`src/rtl/instr_fetch.sv`:
```
// ============================================================================
// instr_fetch -- instruction fetch stage with a one-entry skid buffer
// ----------------------------------------------------------------------------
// Holds the program counter, issues instruction-memory requests and loads the
// IF/ID pipeline register. When decode stalls while a memory word is arriving,
// that word is parked in a skid buffer (state HOLD) so nothing is lost or
// fetched twice. Redirects (jump > branch) flush the stage.
//
// Optional feature (compile-time macro EXC_VECTOR_EN):
//   adds i_exception / o_epc. An exception outranks every other redirect,
//   sends the PC to the exception vector 0x00000080 and captures the
//   faulting PC in o_epc.
//
// Ports:
//   clk               in   1   rising-edge clock
//   reset             in   1   synchronous active-high reset
//   i_stall           in   1   decode hazard hold; IF/ID frozen while 1
//   i_branch_taken    in   1   branch redirect request
//   i_branch_target   in   32  branch target (bits [1:0] ignored)
//   i_jump            in   1   jump redirect request
//   i_jump_target     in   32  jump target (bits [1:0] ignored)
//   i_exception       in   1   exception redirect   (EXC_VECTOR_EN only)
//   o_epc             out  32  PC of the excepting fetch (EXC_VECTOR_EN only)
//   o_imem_req        out  1   instruction memory request (state FETCH)
//   o_imem_addr       out  32  instruction memory address (= PC)
//   i_imem_ready      in   1   memory response valid this cycle
//   i_imem_data       in   32  memory response data
//   o_instr           out  32  IF/ID instruction
//   o_pc_plus4        out  32  IF/ID address of the following instruction
//   o_valid           out  1   IF/ID holds a real instruction
// ============================================================================
module instr_fetch (
    input  logic        clk,
    input  logic        reset,
    input  logic        i_stall,
    input  logic        i_branch_taken,
    input  logic [31:0] i_branch_target,
    input  logic        i_jump,
    input  logic [31:0] i_jump_target,
`ifdef EXC_VECTOR_EN
    input  logic        i_exception,
    output logic [31:0] o_epc,
`endif
    output logic        o_imem_req,
    output logic [31:0] o_imem_addr,
    input  logic        i_imem_ready,
    input  logic [31:0] i_imem_data,
    output logic [31:0] o_instr,
    output logic [31:0] o_pc_plus4,
    output logic        o_valid
);

    // ------------------------------------------------------------------------
    // State encoding
    // ------------------------------------------------------------------------
    localparam logic [0:0] FETCH = 1'b0;   // request outstanding at PC
    localparam logic [0:0] HOLD  = 1'b1;   // skid buffer full, no request

`ifdef EXC_VECTOR_EN
    localparam logic [31:0] EXC_VECTOR = 32'h0000_0080;
`endif

    // ------------------------------------------------------------------------
    // Helpers
    // ------------------------------------------------------------------------
    // Instructions are word aligned: low two address bits are forced to zero.
    function automatic logic [31:0] word_align(input logic [31:0] addr);
        word_align = {addr[31:2], 2'b00};
    endfunction

    // Sequential successor; the 32-bit add wraps naturally at 2^32.
    function automatic logic [31:0] next_seq(input logic [31:0] addr);
        next_seq = addr + 32'd4;
    endfunction

    // ------------------------------------------------------------------------
    // Registers and next-state signals
    // ------------------------------------------------------------------------
    logic [0:0]  state_r;
    logic [0:0]  state_s;
    logic [31:0] pc_r;
    logic [31:0] pc_s;
    logic [31:0] skid_instr_r;
    logic [31:0] skid_instr_s;
    logic [31:0] skid_pc4_r;
    logic [31:0] skid_pc4_s;
    logic [31:0] instr_s;
    logic [31:0] pc4_s;
    logic        valid_s;

    logic        redirect_s;
    logic [31:0] target_s;
    logic [31:0] pc_plus4_s;

    assign pc_plus4_s = next_seq(pc_r);

    // Memory interface: request only while fetching and never during reset.
    assign o_imem_addr = pc_r;
    assign o_imem_req  = (state_r == FETCH) && !reset;

    // Redirect arbitration: exception (optional) > jump > branch.
    always_comb begin
        redirect_s = 1'b0;
        target_s   = 32'd0;
`ifdef EXC_VECTOR_EN
        if (i_exception) begin
            redirect_s = 1'b1;
            target_s   = EXC_VECTOR;
        end else
`endif
        if (i_jump) begin
            redirect_s = 1'b1;
            target_s   = word_align(i_jump_target);
        end else if (i_branch_taken) begin
            redirect_s = 1'b1;
            target_s   = word_align(i_branch_target);
        end else begin
            redirect_s = 1'b0;
            target_s   = 32'd0;
        end
    end

    // Next-state logic for PC, FSM, skid buffer and IF/ID register.
    always_comb begin
        state_s      = state_r;
        pc_s         = pc_r;
        skid_instr_s = skid_instr_r;
        skid_pc4_s   = skid_pc4_r;
        instr_s      = o_instr;
        pc4_s        = o_pc_plus4;
        valid_s      = o_valid;

        if (redirect_s) begin
            // Flush: any concurrent memory response and the skid are dropped.
            // o_instr / o_pc_plus4 keep their value; only o_valid clears.
            pc_s         = target_s;
            state_s      = FETCH;
            valid_s      = 1'b0;
            skid_instr_s = 32'd0;
            skid_pc4_s   = 32'd0;
        end else begin
            case (state_r)
                FETCH: begin
                    if (i_imem_ready) begin
                        if (!i_stall) begin
                            instr_s = i_imem_data;
                            pc4_s   = pc_plus4_s;
                            valid_s = 1'b1;
                            pc_s    = pc_plus4_s;
                        end else begin
                            // Decode cannot accept: park the word, IF/ID frozen.
                            skid_instr_s = i_imem_data;
                            skid_pc4_s   = pc_plus4_s;
                            pc_s         = pc_plus4_s;
                            state_s      = HOLD;
                        end
                    end else begin
                        if (!i_stall) begin
                            valid_s = 1'b0;    // bubble into decode
                        end else begin
                            valid_s = o_valid; // decode holding its instruction
                        end
                    end
                end
                HOLD: begin
                    if (!i_stall) begin
                        instr_s = skid_instr_r;
                        pc4_s   = skid_pc4_r;
                        valid_s = 1'b1;
                        state_s = FETCH;
                    end else begin
                        state_s = HOLD;
                    end
                end
                default: begin
                    state_s = FETCH;
                    valid_s = 1'b0;
                end
            endcase
        end
    end

    // State, PC, skid buffer and IF/ID register update.
    always_ff @(posedge clk) begin
        if (reset) begin
            state_r      <= FETCH;
            pc_r         <= 32'd0;
            skid_instr_r <= 32'd0;
            skid_pc4_r   <= 32'd0;
            o_instr      <= 32'd0;
            o_pc_plus4   <= 32'd0;
            o_valid      <= 1'b0;
        end else begin
            state_r      <= state_s;
            pc_r         <= pc_s;
            skid_instr_r <= skid_instr_s;
            skid_pc4_r   <= skid_pc4_s;
            o_instr      <= instr_s;
            o_pc_plus4   <= pc4_s;
            o_valid      <= valid_s;
        end
    end

`ifdef EXC_VECTOR_EN
    // Capture the PC that was being fetched when the exception was taken.
    always_ff @(posedge clk) begin
        if (reset) begin
            o_epc <= 32'd0;
        end else if (i_exception) begin
            o_epc <= pc_r;
        end else begin
            o_epc <= o_epc;
        end
    end
`endif

endmodule
```
`config.mk`:
```
export PLATFORM = sky130hd
export DESIGN_NAME = instr_fetch
export DESIGN_NICKNAME = d
export VERILOG_FILES = /design/src/rtl/instr_fetch.sv
export SDC_FILE = /design/constraint.sdc
export NUM_CORES = 1
export LEC_CHECK = 0
export CAP_MARGIN = 10
export CORE_UTILIZATION = 44
export DETAILED_ROUTE_END_ITERATION = 16
export HOLD_SLACK_MARGIN = 0.06
export PLACE_DENSITY = 0.87
export SYNTH_ARGS = -nofsm -noshare
export SYNTH_HDL_FRONTEND = slang
export SYNTH_SLANG_ARGS = --single-unit
```
`constraint.sdc`:
```
create_clock -name clk -period 1.8 [get_ports clk]
set_input_delay 0.36 -clock clk [delete_from_list [all_inputs] [get_ports clk]]
set_output_delay 0.36 -clock clk [all_outputs]
set_load 0.005 [all_outputs]
```
==> results of run 1 <==
## final timing paths
path | startpoint | to | slack [ps] | cells after the start
setup reg to reg | o_imem_addr[8]$_SDFFE_PP0P_ | o_pc_plus4[28]$_SDFFE_PP0P_ | -110 | 9
hold reg to reg | skid_pc4_r[14]$_SDFFE_PP0P_ | skid_pc4_r[14]$_SDFFE_PP0P_ | 450 | 2
setup / recovery | o_imem_addr[8]$_SDFFE_PP0P_ | o_pc_plus4[28]$_SDFFE_PP0P_ | -110 | 9
hold / removal | skid_pc4_r[14]$_SDFFE_PP0P_ | skid_pc4_r[14]$_SDFFE_PP0P_ | 450 | 2
## layout by cell type (no fill, tap or decap), types with 5 or more instances in the layout
master             n
xnor2_1           25
and3_1             9
nor2_1            69
buf_12            12
inv_1              6
nand4_1           20
nor3_4             6
clkinv_2           6
buf_4            109
a22oi_1           12
a211oi_1          42
nand2b_1          10
a21oi_1           78
nor4_2             5
dfxtp_4            6
o211ai_1           7
clkbuf_16         18
nor3_1            12
clkdlybuf4s50_1  168
nor4_4             5
mux2i_1           40
dfxtp_2           19
nand3_1           20
xor2_1            13
o21ai_0           31
dlygate4sd2_1      8
a31oi_1            6
o22ai_1           23
buf_6             24
dlymetal6s2s_1    13
dfxtp_1          131
nand2_1          130
a211oi_2           5
## tightest hold or removal path, delay by kind of cell (launching register included)
family	cells	cell delay, ps
and+or+nand+nor	1	50
AOI/OAI and AO/OA	1	50
DFF	1	300
## layer usage
metal  vias to the layer above  share of wire  GRT usage
met1                      3805           0.39      0.352
met3                        85          0.065     0.0413
met4                         0          0.039      0.147
met5                         -              0          0
li1                       3745              -          -
met2                       380           0.50      0.485
## area by class of cell
class	count	area [µm²]	share of cell area
clock inverters	12	98.8	0.00855
flip-flops and latches	156	3170	0.274
repair buffers	337	3290	0.285
well taps	216	270	0.0234
clock buffers	19	433	0.0375
inverters	8	30.0	0.00260
multi-input cells	654	4270	0.369
## sequential cells by signal (all words and copies together) (netlist names)
signal        flops
state_r           1
o_instr          32
o_pc_plus4       30
o_imem_addr      30
skid_pc4_r       30
skid_instr_r     32
o_valid           1
## metrics by stage
stage | hold WS, ps | std cells
after floorplan | 431 | 900
after global placement | 437 | 1341
after detailed placement | 443 | 1341
after CTS | 451 | 1384
after global routing | 472 | 1402
final | 449 | 1402
## cells by family (layout without fill, tap and decap cells)
group                    count (synthesis)  after routing  share of synthesized area
AO/OA/AOI/OAI                          229            229                      0.194
XOR/XNOR                                44             44                     0.0524
buffers and inverters                   91            376                     0.0529
adder cells (fa/ha/maj)                  1              1                    0.00170
multiplexers                            40             40                     0.0544
AND/OR/NAND/NOR                        335            336                      0.220
other                                    1              4                   0.000509
flip-flops                             156            156                      0.424
## power by group through the flow
stage          clock (W)  sequential, W  combinational (W)
3_5_place_dp           0        0.00372            0.00127
2_1_floorplan          0        0.00373           0.000518
5_1_grt          0.00346        0.00367            0.00146
6_report         0.00330        0.00366            0.00138
4_1_cts          0.00333        0.00365            0.00130
3_3_place_gp           0        0.00372            0.00125
## what timing repair did
| action | 4_1_cts | 5_1_grt |
|---|---|---|
| hold endpoints to repair | 0 | 0 |
| resized for setup | 51 | 90 |
| setup buffers | 11 | 16 |
| cloned | 1 | 2 |
| endpoints found under the setup margin | 42 | 104 |
| pin swaps | 11 | 38 |
==> results_dict.tcl, run 1 <==
set metrics [dict create \
    fin_area_um2 11600 \
    vias_per_cell 5.72 \
    worstPathRequired_ps 2100 \
    slowest_delay_ps 360 \
    vias 8015 \
    htree_levels 4 \
    die_h_um 131 \
    total_power_w 0.00834 \
    yosysUniqueCellTypes 54 \
    num_antenna_cells 0 \
    port_buffers 191 \
    cp_max_fo 4 \
    final_max_slew_viol_count 0 \
    synth_most_common_cell "dfxtp_1" \
    cts_inserted_buffers 17 \
    yosys.area.top_type_share 0.424 \
    synthArstFlopShare 0 \
    place_area_um2 10300 \
    dpl_worst_slack_ps -428 \
    grt_pass1_wl_mm 39.5 \
    max_freq_mhz 523 \
    synth_seq_cells 156 \
    dieArea_um2 17300 \
    hold_path.class "flip-flop to flip-flop" \
    startpoint_type "flip-flop" \
    first_iter_violations 689 \
    ctsHoldBuffers 0 \
    pwr-share-seq 0.439 \
    clk_pin_slew_worst_paths_ps 60 \
    start_util 0.457 \
    finalHoldViolCount 0 \
    tightest_slew_ps 700 \
    layout-drive-gt1-share 0.229 \
    violations "setup timing" \
    post-route-period-util 1.06 \
    ys_top_cells_by_count "dfxtp_1 (156), nand2_1 (133), a21oi_1 (79), nor2_1 (73), clkbuf_1 (53)" \
    comb_power_share 0.165 \
    critPathSlowestCell "dfxtp_2" \
    wl_per_cell_um 18.4 \
    arrival_ps 2210 \
    clock_latency_ps 430 \
    dp_hpwl_mm 17.3 \
    path_buf_inv 4 \
    fill_cells 1112 \
    drc 0 \
    synth_seq_area_share 0.424 \
    first_global_vias 7702 \
    clock_sinks 156 \
    cp_top_family "buffers and inverters" \
    crit_path_end_kind "flip-flop" \
    avgSynthCellArea_um2 8.21 \
    gp_congestion 0.974 \
    ys.flop_type "dfxtp_1" \
    setup_violations 16 \
    vdd_drop_max_v 0.000728 \
    wirelength_mm 25.7 \
    setup_tns_ps -917 \
    syn_area_um2 7360 \
    period_minus_slack_ps 1910 \
    grt_overflow 0 \
    finalCoreUtilization 0.717 \
    synth_area_leaders "dfxtp_1 (42%), nand2_1 (6.8%), mux2i_1 (5.4%)" \
    antenna_left 0 \
    power.share.clock 0.396 \
    ios 200 \
    cts_buffer_depth 2 \
    drt_pre_antenna_iters 5 \
    nets 1277 \
    synthesis.instances 897 \
    core_area_um2 16100 \
    grt_max_degree 88 \
    finalClockSkew_ps 9.91 \
    grt_usage 0.286 \
    synth_edf_count 0 \
    path_cells "nand4_4 > buf_6 > nor3_4 > buf_6 > buf_6 > nand4_1 > xor2_1 > buf_4 > o22ai_2" \
    grt_antenna_before_repair 0 \
    cts_tree "built" \
    power_leakage_nw 4.31 \
    rsz0062_at_grt "yes" \
    synth_area_leader_cell "dfxtp_1" \
    critPathKind "flip-flop to flip-flop" \
    cap_violations 0 \
    synthToLayoutAreaGrowth_pct 57.0 \
    status "finished with violations" \
    die_x_um 131 \
    p_switching_w 0.00216 \
    switching_share 0.259 \
    clockRootBuffer "clkbuf_16" \
    num_rows 46 \
    yosysWarnings 0 \
    critPathMostFrequentCell "buf_6" \
    intPower_w 0.00618 \
    max-slew-margin-rel 0.533 \
    power_density_nw_per_um2 722 \
    worst_slack_ps -113 \
]
(Power assumes the default switching activity.)
==> run 2, diff against run 1 <==
--- a/config.mk
+++ b/config.mk
@@ -10,6 +10,7 @@
 export DETAILED_ROUTE_END_ITERATION = 16
 export HOLD_SLACK_MARGIN = 0.06
 export PLACE_DENSITY = 0.87
+export SLEW_MARGIN = 5
 export SYNTH_ARGS = -nofsm -noshare
 export SYNTH_HDL_FRONTEND = slang
 export SYNTH_SLANG_ARGS = --single-unit
==> results of run 2 <==
Same layout as run 1: the final DEF is identical, and so are final timing and power.
==> run 3, diff against run 2 <==
--- a/config.mk
+++ b/config.mk
@@ -7,6 +7,7 @@
 export LEC_CHECK = 0
 export CAP_MARGIN = 10
 export CORE_UTILIZATION = 44
+export CTS_BUF_LIST = sky130_fd_sc_hd__clkbuf_4 sky130_fd_sc_hd__clkbuf_8
 export DETAILED_ROUTE_END_ITERATION = 16
 export HOLD_SLACK_MARGIN = 0.06
 export PLACE_DENSITY = 0.87
==> run 3 against run 2 <==
Effect of this change:
- the run still ends with setup timing left
- clock-buffer cell count did not move
- clock power fell by 27%
- fmax fell by 0.19%
- final area fell by 2.6%
- sequential share of layout area rose by 0.77 points
- critical path type is now flip-flop to primary output
==> results_dict.tcl, run 3 (synthesis results as in run 1) <==
set metrics [dict create \
    ctsHoldBuffers 0 \
    first_iter_violations 660 \
    max_freq_mhz 522 \
    critPathKind "flip-flop to primary output" \
    r2r_cells 6 \
    finalHoldViolCount 0 \
    comb_power_share 0.183 \
    drt_pre_antenna_iters 6 \
    clockRootBuffer "clkbuf_8" \
    setup_violations 20 \
    dieArea_um2 17300 \
    drc 0 \
    switching_share 0.277 \
    p_switching_w 0.00206 \
    power_density_nw_per_um2 661 \
    port_buffers 191 \
    reg_top3 "o_instr (32), skid_instr_r (32)" \
    num_rows 46 \
    wl_per_cell_um 18.3 \
    dpl_worst_slack_ps -428 \
    die_h_um 131 \
    cp_top_family "buffers and inverters" \
    post-route-period-util 1.06 \
    setup_tns_ps -889 \
    wirelength_mm 25.5 \
    pwr-share-seq 0.491 \
    violations "setup timing" \
    die_x_um 131 \
    rsz0062_at_grt "yes" \
    start_util 0.457 \
    synthToLayoutAreaGrowth_pct 52.9 \
    period_minus_slack_ps 1920 \
    crit-reg2reg-launch "o_imem_addr[12]$_SDFFE_PP0P_" \
    antenna_left 0 \
    crit_path_end_kind "primary output" \
    worstPathRequired_ps 1440 \
    clock_sinks 156 \
    critPathSlowestCell "clkdlybuf4s50_1" \
    grt_antenna_before_repair 0 \
    intPower_w 0.00538 \
    layout-drive-gt1-share 0.233 \
    startpoint_type "flip-flop" \
    vias 8031 \
    path_buf_inv 2 \
    vias_per_cell 5.75 \
    reg2reg_to "o_imem_addr[23]$_SDFFE_PP0P_" \
    dp_hpwl_mm 17.3 \
    cp_max_fo 6 \
    final_common_cell "clkdlybuf4s50_1" \
    crit_start "o_imem_addr[10]$_SDFFE_PP0P_" \
    cap_violations 0 \
    slowest_delay_ps 530 \
    hold_start "i_jump_target[5]" \
    max-slew-margin-rel 0.543 \
    vdd_drop_max_v 0.000518 \
    layout_common_cells "clkdlybuf4s50_1 (165), nand2_1 (129), dfxtp_1 (128), buf_4 (110), a21oi_1 (77)" \
    nets 1271 \
    core_area_um2 16100 \
    hold_path.class "input pin to flip-flop" \
    tightest_slew_ps 686 \
    clk_pin_slew_worst_paths_ps 80 \
    num_antenna_cells 0 \
    worst_slack_ps -116 \
    ios 200 \
    holdPathEnd "o_imem_addr[5]$_SDFFE_PP0P_" \
    finalClockSkew_ps 11.7 \
    regToRegSetupSlack_ps -100 \
    arrival_ps 1560 \
    cts_tree "built" \
    power.share.clock 0.326 \
    fill_cells 1177 \
    gp_congestion 0.974 \
    path_cells "buf_4 > clkdlybuf4s50_1" \
    power_leakage_nw 4.09 \
    first_global_vias 7791 \
    htree_levels 4 \
    clock_latency_ps 470 \
    cts_inserted_buffers 17 \
    holdPathStages 3 \
    grt_pass1_wl_mm 39.5 \
    grt_usage 0.287 \
    grt_overflow 0 \
    cts_buffer_depth 2 \
    final_max_slew_viol_count 0 \
    status "finished with violations" \
    grt_max_degree 88 \
]
## run 3: cell count changes in the layout (fill, tap and decap cells not counted), moves of 4 or more
cell and change:
dlymetal6s2s_1 -10, clkbuf_8 +17, buf_6 -4, clkbuf_16 -18, dlygate4sd2_1 +13
## run 3: area by class of cell
| cell class | count | area [µm²] | share of cell area |
|---|---|---|---|
| Sequential cell | 156 | 3170 | 0.282 |
| Clock inverter | 12 | 98.8 | 0.00878 |
| Inverter | 8 | 30.0 | 0.00267 |
| Tap cell | 216 | 270 | 0.0240 |
| Timing Repair Buffer | 331 | 3150 | 0.280 |
| Multi-Input combinational cell | 654 | 4290 | 0.381 |
| Clock buffer | 19 | 249 | 0.0221 |
## run 3: what timing repair did
item                                    4_1_cts  5_1_grt
gates resized for setup                      68       73
endpoints found under the setup margin       54       78
cloned                                        1        0
pin swaps                                     9       40
setup buffers                                15       10
## run 3: power by group through the flow
stage	combinational, W	clock (W)	sequential [W]
after detailed placement	0.00127	0	0.00372
final	0.00136	0.00242	0.00365
after global placement	0.00125	0	0.00372
after floorplan	0.000518	0	0.00373
after CTS	0.00129	0.00243	0.00364
after global routing	0.00145	0.00258	0.00366
## run 3: per-layer routing
layer  up-vias  part of all wire  global-route usage
met2       369              0.50               0.489
met3       104             0.061              0.0544
met4         0             0.047               0.151
met1      3822              0.40               0.342
li1       3736                 -                   -
met5         -                 0                   0
## run 3: worst register-to-register path, cell delays in order, from the launching register on
cell	delay [ps]
dfxtp_2	350
nand4_1	110
buf_6	150
or4_4	540
nor4_4	340
nor2_2	90
o41ai_2	230
## run 3: through the flow
step / hold WS, ps / area (µm²) / util / instances / total power [W]
global route: 431 / 11300 / 0.698 / 1396 / 0.00770
global placement: 437 / 10300 / 0.636 / 1341 / 0.00496
detailed placement: 443 / 10300 / 0.636 / 1341 / 0.00499
finish: 437 / 11300 / 0.698 / 1396 / 0.00744
floorplan: 431 / 7450 / - / 900 / 0.00425
CTS: 419 / 10900 / 0.674 / 1388 / 0.00737
## run 3: worst max path at each step
stage	end	slack [ps]	cells past startpoint
finish	o_imem_addr[10]	-120	2
global route	o_imem_addr[23]$_SDFFE_PP0P_	-170	6
CTS	o_imem_addr[23]$_SDFFE_PP0P_	-120	6
detailed placement	o_imem_addr[29]$_SDFFE_PP0P_	-430	8
global placement	o_pc_plus4[9]$_SDFFE_PP0P_	-360	7
floorplan	o_pc_plus4[27]$_SDFFE_PP0P_	0.3	7
